## config.mk

```make
export PLATFORM = sky130hd
export DESIGN_NAME = mem_fill
export DESIGN_NICKNAME = d
export VERILOG_FILES = /design/src/rtl/mem_fill_pkg.sv /design/src/rtl/mem_fill_pattern.sv /design/src/rtl/mem_fill.sv
export SDC_FILE = /design/constraint.sdc
export NUM_CORES = 1
export LEC_CHECK = 0
export CORE_ASPECT_RATIO = 1.5
export CORE_MARGIN = 8
export CORE_UTILIZATION = 50
export CTS_CLUSTER_SIZE = 10
export DETAILED_ROUTE_END_ITERATION = 10
export GPL_TIMING_DRIVEN = 0
export PLACE_DENSITY = 0.84
export SLEW_MARGIN = 25
export SYNTH_ARGS = -nofsm -noshare
export SYNTH_HDL_FRONTEND = slang
export SYNTH_HIERARCHICAL = 1
export SYNTH_SLANG_ARGS = --single-unit
```

## constraint.sdc

```tcl
create_clock -name clk -period 5.51 [get_ports clk]
set_input_delay 1.653 -clock clk [delete_from_list [all_inputs] [get_ports clk]]
set_output_delay 1.653 -clock clk [all_outputs]
set_load 0.01 [all_outputs]
```

## src/rtl/mem_fill_pkg.sv

```systemverilog
// mem_fill_pkg: shared definitions for the mem_fill engine.
//   - Fill-pattern mode codes (MODE_CONST / MODE_INC / MODE_ALT; code 3 behaves as constant).
//   - FSM state encoding. The VERIFY state only exists when MEM_FILL_VERIFY_EN is defined.
package mem_fill_pkg;

  localparam logic [1:0] MODE_CONST = 2'd0;
  localparam logic [1:0] MODE_INC   = 2'd1;
  localparam logic [1:0] MODE_ALT   = 2'd2;

  typedef enum logic [1:0] {
    S_IDLE   = 2'd0,
    S_WRITE  = 2'd1,
`ifdef MEM_FILL_VERIFY_EN
    S_VERIFY = 2'd2,
`endif
    S_FIN    = 2'd3
  } state_t;

endpackage

```

## src/rtl/mem_fill_pattern.sv

```systemverilog
// mem_fill_pattern: combinational fill-pattern generator.
// Ports:
//   mode  in  2       pattern select (MODE_CONST, MODE_INC, MODE_ALT; 3 acts as constant)
//   seed  in  DATA_W  pattern seed (fill_data latched at start)
//   index in  DATA_W  write count modulo 2^DATA_W
//   data  out DATA_W  pattern value for this index
module mem_fill_pattern
  import mem_fill_pkg::*;
#(
  parameter int DATA_W = 2
) (
  input  logic [1:0]        mode,
  input  logic [DATA_W-1:0] seed,
  input  logic [DATA_W-1:0] index,
  output logic [DATA_W-1:0] data
);

  // Alternate pattern: every bit of the seed flips on odd indices.
  logic [DATA_W-1:0] alt_data;

  generate
    for (genvar gi = 0; gi < DATA_W; gi++) begin : g_alt
      assign alt_data[gi] = seed[gi] ^ index[0];
    end
  endgenerate

  always_comb begin
    data = seed;
    case (mode)
      MODE_INC: data = seed + index;
      MODE_ALT: data = alt_data;
      default:  data = seed;
    endcase
  end

endmodule

```

## src/rtl/mem_fill.sv

```systemverilog
// mem_fill: writes a programmable pattern over an inclusive (wrapping) address
// range of a single-port RAM, one write per accepted cycle, with start/done
// handshake, RAM backpressure (ram_ready), abort and an optional read-back
// verify pass enabled by the macro MEM_FILL_VERIFY_EN.
// Ports:
//   clk, rst                      clock, synchronous active-high reset
//   start, abort                  request (sampled in IDLE) / stop current operation
//   first_addr, last_addr         inclusive range, latched with start
//   fill_data, mode               pattern seed and pattern select, latched with start
//   busy, done, aborted           status; done is a one-cycle pulse, aborted valid with done
//   ram_we, ram_addr, ram_data    write request (accepted when ram_we && ram_ready)
//   ram_ready                     RAM write accept
//   ram_re, ram_rdata             verify read strobe / data one cycle later
//   err, err_addr                 sticky verify mismatch flag and first mismatch address
module mem_fill
  import mem_fill_pkg::*;
#(
  parameter int ADDR_W = 6,
  parameter int DATA_W = 2
) (
  input  logic              clk,
  input  logic              rst,
  input  logic              start,
  input  logic              abort,
  input  logic [ADDR_W-1:0] first_addr,
  input  logic [ADDR_W-1:0] last_addr,
  input  logic [DATA_W-1:0] fill_data,
  input  logic [1:0]        mode,
  output logic              busy,
  output logic              done,
  output logic              aborted,
  output logic              ram_we,
  output logic [ADDR_W-1:0] ram_addr,
  output logic [DATA_W-1:0] ram_data,
  input  logic              ram_ready,
  output logic              ram_re,
  input  logic [DATA_W-1:0] ram_rdata,
  output logic              err,
  output logic [ADDR_W-1:0] err_addr
);

  state_t            state_reg, state_next;
  logic [ADDR_W-1:0] first_reg, last_reg;
  logic [DATA_W-1:0] seed_reg;
  logic [1:0]        mode_reg;
  // One bit wider than the address so a full-range pass does not alias.
  logic [ADDR_W:0]   index_reg, index_next;
  logic              aborted_reg, aborted_next;
  logic              start_accept;
  logic [ADDR_W-1:0] cur_addr;
  logic [DATA_W-1:0] wr_pattern;

  assign start_accept = (state_reg == S_IDLE) && start;
  assign cur_addr     = first_reg + index_reg[ADDR_W-1:0];

  mem_fill_pattern #(.DATA_W(DATA_W)) u_wr_pattern (
    .mode  (mode_reg),
    .seed  (seed_reg),
    .index (index_reg[DATA_W-1:0]),
    .data  (wr_pattern)
  );

`ifdef MEM_FILL_VERIFY_EN
  logic [ADDR_W:0]   len_reg;
  logic              verify_rd;
  logic              cmp_valid_reg;
  logic [DATA_W-1:0] cmp_index_reg;
  logic [ADDR_W-1:0] cmp_addr_reg;
  logic [DATA_W-1:0] cmp_pattern;
  logic              err_reg;
  logic [ADDR_W-1:0] err_addr_reg;

  // Reads run while vindex < N; the vindex == N cycle is the drain cycle in
  // which the last read's data is compared.
  assign verify_rd = (state_reg == S_VERIFY) && (index_reg != len_reg);

  mem_fill_pattern #(.DATA_W(DATA_W)) u_cmp_pattern (
    .mode  (mode_reg),
    .seed  (seed_reg),
    .index (cmp_index_reg),
    .data  (cmp_pattern)
  );

  always_ff @(posedge clk) begin
    if (rst) begin
      len_reg       <= '0;
      cmp_valid_reg <= 1'b0;
      cmp_index_reg <= '0;
      cmp_addr_reg  <= '0;
      err_reg       <= 1'b0;
      err_addr_reg  <= '0;
    end else begin
      cmp_valid_reg <= verify_rd;
      cmp_index_reg <= index_reg[DATA_W-1:0];
      cmp_addr_reg  <= cur_addr;
      if (start_accept) begin
        len_reg      <= {1'b0, last_addr - first_addr} + (ADDR_W+1)'(1);
        err_reg      <= 1'b0;
        err_addr_reg <= '0;
      end else if (cmp_valid_reg && (ram_rdata != cmp_pattern) && !err_reg) begin
        // Only the first mismatch address is kept.
        err_reg      <= 1'b1;
        err_addr_reg <= cmp_addr_reg;
      end
    end
  end

  assign ram_re   = verify_rd;
  assign err      = err_reg;
  assign err_addr = err_addr_reg;
`else
  logic unused_bits;
  assign unused_bits = ^{ram_rdata, index_reg[ADDR_W]};
  assign ram_re      = 1'b0;
  assign err         = 1'b0;
  assign err_addr    = '0;
`endif

  // State and operation registers.
  always_ff @(posedge clk) begin
    if (rst) begin
      state_reg   <= S_IDLE;
      index_reg   <= '0;
      aborted_reg <= 1'b0;
      first_reg   <= '0;
      last_reg    <= '0;
      seed_reg    <= '0;
      mode_reg    <= MODE_CONST;
    end else begin
      state_reg   <= state_next;
      index_reg   <= index_next;
      aborted_reg <= aborted_next;
      if (start_accept) begin
        first_reg <= first_addr;
        last_reg  <= last_addr;
        seed_reg  <= fill_data;
        mode_reg  <= mode;
      end
    end
  end

  // Next-state logic.
  always_comb begin
    state_next   = state_reg;
    index_next   = index_reg;
    aborted_next = aborted_reg;
    case (state_reg)
      S_IDLE: begin
        if (start) begin
          state_next   = S_WRITE;
          index_next   = '0;
          aborted_next = 1'b0;
        end
      end
      S_WRITE: begin
        if (abort) begin
          state_next   = S_FIN;
          aborted_next = 1'b1;
        end else if (ram_ready) begin
          index_next = index_reg + (ADDR_W+1)'(1);
          if (cur_addr == last_reg) begin
`ifdef MEM_FILL_VERIFY_EN
            state_next = S_VERIFY;
            index_next = '0;
`else
            state_next = S_FIN;
`endif
          end
        end
      end
`ifdef MEM_FILL_VERIFY_EN
      S_VERIFY: begin
        if (abort) begin
          state_next   = S_FIN;
          aborted_next = 1'b1;
        end else if (index_reg == len_reg) begin
          state_next = S_FIN;
        end else begin
          index_next = index_reg + (ADDR_W+1)'(1);
        end
      end
`endif
      S_FIN: begin
        state_next   = S_IDLE;
        aborted_next = 1'b0;
      end
      default: state_next = S_IDLE;
    endcase
  end

  // Outputs decode from the registered state only.
  always_comb begin
    ram_we   = (state_reg == S_WRITE);
    ram_addr = '0;
    ram_data = '0;
    if (state_reg == S_WRITE) begin
      ram_addr = cur_addr;
      ram_data = wr_pattern;
    end
`ifdef MEM_FILL_VERIFY_EN
    if (verify_rd) begin
      ram_addr = cur_addr;
    end
`endif
  end

  assign done    = (state_reg == S_FIN);
  assign aborted = (state_reg == S_FIN) && aborted_reg;
`ifdef MEM_FILL_VERIFY_EN
  assign busy    = (state_reg == S_WRITE) || (state_reg == S_VERIFY);
`else
  assign busy    = (state_reg == S_WRITE);
`endif

endmodule

```

==> results of run 1 <==
-- per-layer routing --
metal  GRT usage  vias to the layer above  part of all wire
li1            -                      680                 -
met5           0                        -                 0
met3      0.0216                        7             0.030
met1       0.168                      595              0.42
met4      0.0789                        0             0.022
met2       0.256                       30              0.53
-- stage by stage --
step           instances  hold WS (ns)
2_1_floorplan        188         0.441
3_3_place_gp         259         0.449
3_5_place_dp         259         0.453
4_1_cts              263         0.466
5_1_grt              263         0.494
6_report             263         0.471
-- logic make-up after synthesis --
group / synth area share
AO/OA/AOI/OAI: 0.152
XOR/XNOR: 0.0941
adder cells (fa/ha/maj): 0.0891
buffers and inverters: 0.0723
flip-flops: 0.336
other: 0.00252
AND/OR/NAND/NOR: 0.254
-- layout make-up --
cell class	count	area [um^2]	share of cell area
Multi-Input combinational cell	144	907	0.470
Tap cell	39	48.8	0.0253
Clock buffer	4	45.0	0.0233
Buffer	15	92.6	0.0480
Inverter	4	15.0	0.00778
Sequential cell	25	500	0.259
Timing Repair Buffer	32	320	0.166
-- worst min path at each step --
stage / start / end / slack, ns
2_1_floorplan: first_reg[0]$_SDFFE_PP0P_ / first_reg[0]$_SDFFE_PP0P_ / 0.44
3_5_place_dp: first_reg[4]$_SDFFE_PP0P_ / first_reg[4]$_SDFFE_PP0P_ / 0.45
6_report: last_reg[3]$_SDFFE_PP0P_ / last_reg[3]$_SDFFE_PP0P_ / 0.47
5_1_grt: last_reg[0]$_SDFFE_PP0P_ / last_reg[0]$_SDFFE_PP0P_ / 0.49
4_1_cts: first_reg[4]$_SDFFE_PP0P_ / first_reg[4]$_SDFFE_PP0P_ / 0.47
3_3_place_gp: first_reg[4]$_SDFFE_PP0P_ / first_reg[4]$_SDFFE_PP0P_ / 0.45
-- worst max-delay path, delay by kind of cell, from the launching register on --
kind	cells	cell delay (ns)
fa+ha+maj	2	0.67
buf+inv	1	0.48
flops	1	0.40
simple gates	3	0.81
-- layout by cell type (no fill, tap or decap), types with 5 or more instances in the layout --
cell,count
sky130_fd_sc_hd__a21oi_1,20
sky130_fd_sc_hd__and2_1,5
sky130_fd_sc_hd__buf_4,9
sky130_fd_sc_hd__clkdlybuf4s50_1,32
sky130_fd_sc_hd__conb_1,8
sky130_fd_sc_hd__dfxtp_1,25
sky130_fd_sc_hd__ha_1,9
sky130_fd_sc_hd__nand2_1,37
sky130_fd_sc_hd__nor2_1,13
sky130_fd_sc_hd__xnor2_1,10
sky130_fd_sc_hd__xor2_1,6
-- power groups by stage --
stage	clock network (uW)	logic (uW)	registers, uW
after CTS	112	92.8	197
final	109	92.7	197
after floorplan	0	58.6	200
after global placement	0	90.0	201
after global routing	120	103	199
after detailed placement	0	91.9	202
==> run_summary.xml, run 1 <==
<?xml version="1.0" encoding="UTF-8"?>
<metrics>
  <group name="clocking">
    <metric name="clkTransAtPathRegs" unit="ns">0.08</metric>
    <metric name="h-tree-depth" unit="">1</metric>
    <metric name="cts_setup_buffers" unit="">0</metric>
    <metric name="cts.hold.buffers_added" unit="">0</metric>
    <metric name="numCtsBuffers" unit="">3</metric>
    <metric name="root_buffer" unit="">sky130_fd_sc_hd__clkbuf_8</metric>
    <metric name="cts_max_path_buffers" unit="">2</metric>
    <metric name="cts_resized" unit="">0</metric>
    <metric name="clkLatencyLatePin" unit="ns">0.27</metric>
    <metric name="tritoncts" unit="">yes</metric>
    <metric name="tritoncts_num_sinks" unit="">25</metric>
  </group>
  <group name="synth">
    <metric name="post_synth_most_frequent_cells" unit="">sky130_fd_sc_hd__nand2_1 (37), sky130_fd_sc_hd__dfxtp_1 (25), sky130_fd_sc_hd__a21oi_1 (20)</metric>
    <metric name="ys_seq_area_frac" unit="">0.336</metric>
    <metric name="async_set_or_reset_register_ratio_after_synthesis" unit="">0</metric>
    <metric name="yosys.cell_types.count" unit="">39</metric>
    <metric name="yosys_register_bits" unit="">25</metric>
    <metric name="synth.top_cells.by_area" unit="">sky130_fd_sc_hd__dfxtp_1 (34%), sky130_fd_sc_hd__nand2_1 (9.3%), sky130_fd_sc_hd__ha_1 (7.6%)</metric>
    <metric name="synth_most_common_cell" unit="">sky130_fd_sc_hd__nand2_1</metric>
    <metric name="synth_edf_count" unit="">0</metric>
    <metric name="yosysWarnings" unit="">6</metric>
    <metric name="synth_area_per_cell" unit="um^2">8.23</metric>
    <metric name="synth_flop_cell" unit="">sky130_fd_sc_hd__dfxtp_1</metric>
    <metric name="synthDominantAreaCellType" unit="">sky130_fd_sc_hd__dfxtp_1</metric>
    <metric name="syn_area" unit="um^2">1490</metric>
    <metric name="synth_top_area_frac" unit="">0.336</metric>
    <metric name="syn_inst" unit="">181</metric>
  </group>
  <group name="placed_design">
    <metric name="hpwlAfterDp" unit="um">2790</metric>
    <metric name="gp_routability_congestion" unit="">0.850</metric>
    <metric name="portBuffers" unit="">32</metric>
    <metric name="dpl-instance-area" unit="um^2">1880</metric>
    <metric name="dp_worst_setup_slack" unit="ns">1.50</metric>
  </group>
  <group name="pwr">
    <metric name="power.density_cell_area" unit="nW/um^2">207</metric>
    <metric name="intPower" unit="uW">289</metric>
    <metric name="combinationalPowerShare" unit="">0.232</metric>
    <metric name="seq_power_share" unit="">0.494</metric>
    <metric name="ir_drop" unit="mV">0.126</metric>
    <metric name="total_switching_power" unit="uW">111</metric>
    <metric name="clkPwrFrac" unit="">0.273</metric>
    <metric name="power_total" unit="uW">399</metric>
    <metric name="sw_frac_of_total" unit="">0.277</metric>
    <metric name="power_leakage" unit="uW">0.000797</metric>
  </group>
  <group name="finish">
    <metric name="layout-area-overhead-vs-synth" unit="%">29.6</metric>
    <metric name="final_layout_size_suffix_gt1_frac" unit="">0.112</metric>
    <metric name="nets" unit="">258</metric>
    <metric name="final_area" unit="um^2">1930</metric>
    <metric name="antennaDiodeCount" unit="">0</metric>
    <metric name="finish.utilization" unit="">0.669</metric>
    <metric name="nFillCells" unit="">286</metric>
  </group>
  <group name="critical_path">
    <metric name="worstPathCellList" unit="">ha_1 -&gt; fa_1 -&gt; and3_1 -&gt; or3_4 -&gt; and3_2 -&gt; clkdlybuf4s50_1</metric>
    <metric name="timing.critical_path.arrival" unit="ns">2.64</metric>
    <metric name="cp-end-kind" unit="">primary output</metric>
    <metric name="worst_setup_path_endpoint" unit="">ram_addr[4]</metric>
    <metric name="ff2ff_setup_slack" unit="ns">3.30</metric>
    <metric name="cp_data_required_time" unit="ns">3.86</metric>
    <metric name="critical-path-max-stage-delay" unit="ns">0.48</metric>
    <metric name="timing.reg2reg.worst_path_depth" unit="">7</metric>
    <metric name="cp_slowest_cell" unit="">sky130_fd_sc_hd__clkdlybuf4s50_1</metric>
    <metric name="rr_endpoint" unit="">state_reg[1]$_SDFFE_PP0P_</metric>
    <metric name="r2r_start" unit="">index_reg[0]$_SDFFE_PP0P_</metric>
    <metric name="timing.critical_path.from_type" unit="">flip-flop</metric>
    <metric name="cp_max_fo" unit="">8</metric>
    <metric name="crit_path_start" unit="">index_reg[0]$_SDFFE_PP0P_</metric>
    <metric name="timing.setup.critical_path_class" unit="">flip-flop to primary output</metric>
  </group>
  <group name="grt">
    <metric name="antenna_found_initial" unit="">0</metric>
    <metric name="grt_first_pass_wirelength" unit="um">6000</metric>
    <metric name="grt_pass1_vias" unit="">1368</metric>
    <metric name="globalRouteTotalUtil" unit="">0.150</metric>
    <metric name="gr-total-overflow" unit="">0</metric>
    <metric name="grt_max_degree" unit="">14</metric>
  </group>
  <group name="timing">
    <metric name="report.final.slew_viol_count" unit="">0</metric>
    <metric name="hold_violations" unit="">0</metric>
    <metric name="fin_crit" unit="ns">4.29</metric>
    <metric name="final_min_period_over_clock_period" unit="">0.778</metric>
    <metric name="slew-limit-headroom" unit="">0.616</metric>
    <metric name="fmaxAchievable" unit="MHz">233</metric>
    <metric name="totalNegativeSetupSlack" unit="ns">0</metric>
    <metric name="least_margin_pin_slew" unit="ns">0.573</metric>
    <metric name="fin_ws" unit="ns">1.22</metric>
    <metric name="final.setup_skew" unit="ns">0.00176</metric>
    <metric name="report.final.setup_viol" unit="">0</metric>
    <metric name="grt_setup_unrepaired" unit="">no</metric>
  </group>
  <group name="detailed_routing">
    <metric name="detailedRoute.firstIterationViolations" unit="">26</metric>
    <metric name="drt_pass1_iterations" unit="">4</metric>
    <metric name="mean_number_of_vias_per_cell" unit="">4.99</metric>
    <metric name="route.detailed.wl_per_inst" unit="um">13.4</metric>
    <metric name="detail-route-antenna-nets" unit="">0</metric>
    <metric name="num_vias" unit="">1312</metric>
    <metric name="route.final.wire_length" unit="um">3530</metric>
    <metric name="drcViolationCount" unit="">0</metric>
  </group>
  <group name="floorplan">
    <metric name="die_w" unit="um">60.6</metric>
    <metric name="die_area" unit="um^2">5020</metric>
    <metric name="coreArea" unit="um^2">2880</metric>
    <metric name="io_pins" unit="">43</metric>
    <metric name="start_util" unit="">0.516</metric>
    <metric name="floorplan.die.height" unit="um">82.8</metric>
    <metric name="row_count" unit="">24</metric>
  </group>
  <group name="worst_hold_path">
    <metric name="worstHoldPathType" unit="">flip-flop to flip-flop</metric>
    <metric name="cells_on_worst_hold_path" unit="">2</metric>
  </group>
  <group name="outcome">
    <metric name="status" unit="">finished clean</metric>
  </group>
  <group name="run">
    <metric name="maxCapViolations" unit="">0</metric>
  </group>
</metrics>
No activity file was read; power rests on OpenSTA's default activity.
==> run 2, diff against run 1 <==
--- a/config.mk
+++ b/config.mk
@@ -7,11 +7,11 @@
 export LEC_CHECK = 0
 export CORE_ASPECT_RATIO = 1.5
 export CORE_MARGIN = 8
-export CORE_UTILIZATION = 50
+export CORE_UTILIZATION = 42
 export CTS_CLUSTER_SIZE = 10
 export DETAILED_ROUTE_END_ITERATION = 10
 export GPL_TIMING_DRIVEN = 0
-export PLACE_DENSITY = 0.84
+export PLACE_DENSITY = 0.75
 export SLEW_MARGIN = 25
 export SYNTH_ARGS = -nofsm -noshare
 export SYNTH_HDL_FRONTEND = slang
==> constraint.sdc (replaced) <==
create_clock -name clk -period 3.47 [get_ports clk]
set_input_delay 1.041 -clock clk [delete_from_list [all_inputs] [get_ports clk]]
set_output_delay 1.041 -clock clk [all_outputs]
set_load 0.01 [all_outputs]
==> run_summary.xml, run 2 (synthesis results as in run 1) <==
<?xml version="1.0" encoding="UTF-8"?>
<metrics>
  <group name="pwr">
    <metric name="clkPwrFrac" unit="">0.270</metric>
    <metric name="power_leakage" unit="uW">0.000803</metric>
    <metric name="ir_drop" unit="mV">0.236</metric>
    <metric name="intPower" unit="uW">456</metric>
    <metric name="sw_frac_of_total" unit="">0.275</metric>
    <metric name="combinationalPowerShare" unit="">0.231</metric>
    <metric name="seq_power_share" unit="">0.499</metric>
    <metric name="total_switching_power" unit="uW">173</metric>
    <metric name="power.density_cell_area" unit="nW/um^2">324</metric>
  </group>
  <group name="timing">
    <metric name="report.final.slew_viol_count" unit="">0</metric>
    <metric name="hold_violations" unit="">0</metric>
    <metric name="fmaxAchievable" unit="MHz">298</metric>
    <metric name="fin_crit" unit="ns">3.35</metric>
    <metric name="grt_setup_unrepaired" unit="">no</metric>
    <metric name="totalNegativeSetupSlack" unit="ns">0</metric>
    <metric name="report.final.setup_viol" unit="">0</metric>
    <metric name="least_margin_pin_slew" unit="ns">0.544</metric>
    <metric name="slew-limit-headroom" unit="">0.636</metric>
    <metric name="final.setup_skew" unit="ns">0.00485</metric>
    <metric name="final_min_period_over_clock_period" unit="">0.966</metric>
  </group>
  <group name="grt">
    <metric name="gr-total-overflow" unit="">0</metric>
    <metric name="globalRouteTotalUtil" unit="">0.131</metric>
    <metric name="grt_pass1_vias" unit="">1355</metric>
    <metric name="antenna_found_initial" unit="">0</metric>
    <metric name="grt_first_pass_wirelength" unit="um">6080</metric>
    <metric name="grt_max_degree" unit="">15</metric>
  </group>
  <group name="detailed_routing">
    <metric name="route.final.wire_length" unit="um">3390</metric>
    <metric name="route.detailed.wl_per_inst" unit="um">12.7</metric>
    <metric name="mean_number_of_vias_per_cell" unit="">4.80</metric>
    <metric name="drcViolationCount" unit="">0</metric>
    <metric name="num_vias" unit="">1276</metric>
    <metric name="drt_pass1_iterations" unit="">4</metric>
    <metric name="detail-route-antenna-nets" unit="">0</metric>
    <metric name="detailedRoute.firstIterationViolations" unit="">24</metric>
  </group>
  <group name="clocking">
    <metric name="tritoncts" unit="">yes</metric>
    <metric name="h-tree-depth" unit="">1</metric>
    <metric name="root_buffer" unit="">sky130_fd_sc_hd__clkbuf_8</metric>
    <metric name="tritoncts_num_sinks" unit="">25</metric>
    <metric name="clkLatencyLatePin" unit="ns">0.27</metric>
    <metric name="numCtsBuffers" unit="">3</metric>
    <metric name="cts.hold.buffers_added" unit="">0</metric>
    <metric name="clkTransAtPathRegs" unit="ns">0.09</metric>
    <metric name="cts_max_path_buffers" unit="">2</metric>
  </group>
  <group name="critical_path">
    <metric name="cp_data_required_time" unit="ns">2.43</metric>
    <metric name="timing.reg2reg.worst_path_depth" unit="">7</metric>
    <metric name="timing.critical_path.arrival" unit="ns">2.31</metric>
    <metric name="cp_max_fo" unit="">8</metric>
    <metric name="timing.setup.critical_path_class" unit="">flip-flop to primary output</metric>
    <metric name="timing.critical_path.from_type" unit="">flip-flop</metric>
    <metric name="cp-end-kind" unit="">primary output</metric>
  </group>
  <group name="floorplan">
    <metric name="die_area" unit="um^2">5750</metric>
    <metric name="coreArea" unit="um^2">3420</metric>
    <metric name="start_util" unit="">0.436</metric>
    <metric name="die_w" unit="um">64.6</metric>
    <metric name="floorplan.die.height" unit="um">88.9</metric>
    <metric name="row_count" unit="">26</metric>
    <metric name="io_pins" unit="">43</metric>
  </group>
  <group name="placed_design">
    <metric name="gp_routability_congestion" unit="">0.805</metric>
    <metric name="portBuffers" unit="">32</metric>
    <metric name="hpwlAfterDp" unit="um">2700</metric>
  </group>
  <group name="finish">
    <metric name="layout_common_cells" unit="">sky130_fd_sc_hd__nand2_1 (37), sky130_fd_sc_hd__clkdlybuf4s50_1 (31), sky130_fd_sc_hd__dfxtp_1 (23)</metric>
    <metric name="finish.utilization" unit="">0.568</metric>
    <metric name="mostFrequentLayoutCell" unit="">sky130_fd_sc_hd__nand2_1</metric>
    <metric name="layout-area-overhead-vs-synth" unit="%">30.4</metric>
    <metric name="antennaDiodeCount" unit="">0</metric>
    <metric name="final_layout_size_suffix_gt1_frac" unit="">0.134</metric>
    <metric name="nets" unit="">258</metric>
  </group>
  <group name="worst_hold_path">
    <metric name="worstHoldPathType" unit="">flip-flop to flip-flop</metric>
    <metric name="cells_on_worst_hold_path" unit="">2</metric>
  </group>
  <group name="outcome">
    <metric name="status" unit="">finished clean</metric>
  </group>
  <group name="run">
    <metric name="maxCapViolations" unit="">0</metric>
  </group>
</metrics>
-- run 2: worst paths after layout --
path	slack (ns)	to	startpoint
worst min-delay path	0.47	first_reg[2]$_SDFFE_PP0P_	first_reg[2]$_SDFFE_PP0P_
worst max register to register	1.35	state_reg[1]$_SDFFE_PP0P_	index_reg[0]$_SDFFE_PP0P_
worst min register to register	0.47	first_reg[2]$_SDFFE_PP0P_	first_reg[2]$_SDFFE_PP0P_
worst max-delay path	0.12	ram_addr[4]	index_reg[0]$_SDFFE_PP0P_
-- run 2: stage by stage --
stage	instance area [um^2]	power (uW)	hold WS [ns]	cells	worst slack (ns)
after detailed placement	1890	466	0.455	262	0.0858
after floorplan	1520	410	0.441	188	0.670
after global placement	1890	463	0.450	262	0.104
final	1940	629	0.469	266	0.119
after global routing	1940	672	0.512	266	0.0195
after CTS	1930	638	0.468	266	0.0303
-- run 2: power by group through the flow --
stage / Combinational (uW) / Clock, uW / Sequential (uW)
after CTS: 147 / 178 / 314
after global routing: 164 / 191 / 317
final: 146 / 170 / 314
after detailed placement: 146 / 0 / 321
after floorplan: 93.0 / 0 / 317
after global placement: 143 / 0 / 320
-- run 2: critical path, cell delays in order (launching register included) --
cell and delay, ns:
sky130_fd_sc_hd__dfxtp_2 0.37, sky130_fd_sc_hd__ha_1 0.23, sky130_fd_sc_hd__fa_2 0.36, sky130_fd_sc_hd__and3_1 0.20, sky130_fd_sc_hd__or3_4 0.38, sky130_fd_sc_hd__and3_2 0.22
sky130_fd_sc_hd__dlygate4sd2_1 0.28
-- run 2: per-layer routing --
metal | wire [um] | vias to the layer above | GRT usage | share of wire
met5 | 0 | - | 0 | 0
met4 | 68 | 0 | 0.0578 | 0.020
met3 | 185 | 7 | 0.0301 | 0.055
met2 | 1690 | 32 | 0.235 | 0.50
met1 | 1450 | 561 | 0.144 | 0.43
li1 | - | 676 | - | -
-- run 2: repair_timing --
| item | 4_1_cts | 5_1_grt |
|---|---|---|
| gates resized for setup | 3 | 3 |
| endpoints found under the setup margin | 1 | 2 |
| setup buffers | 0 | 0 |
| pin swaps | 0 | 0 |
-- run 2: layout make-up --
type	count	area (um^2)
repair buffers	32	319
inverters	4	15.0
fillers	323	1470
plain buffers	15	92.6
clock inverters	1	5.00
multi-input cells	144	913
clock buffers	3	41.3
flip-flops and latches	25	503
well taps	42	52.6
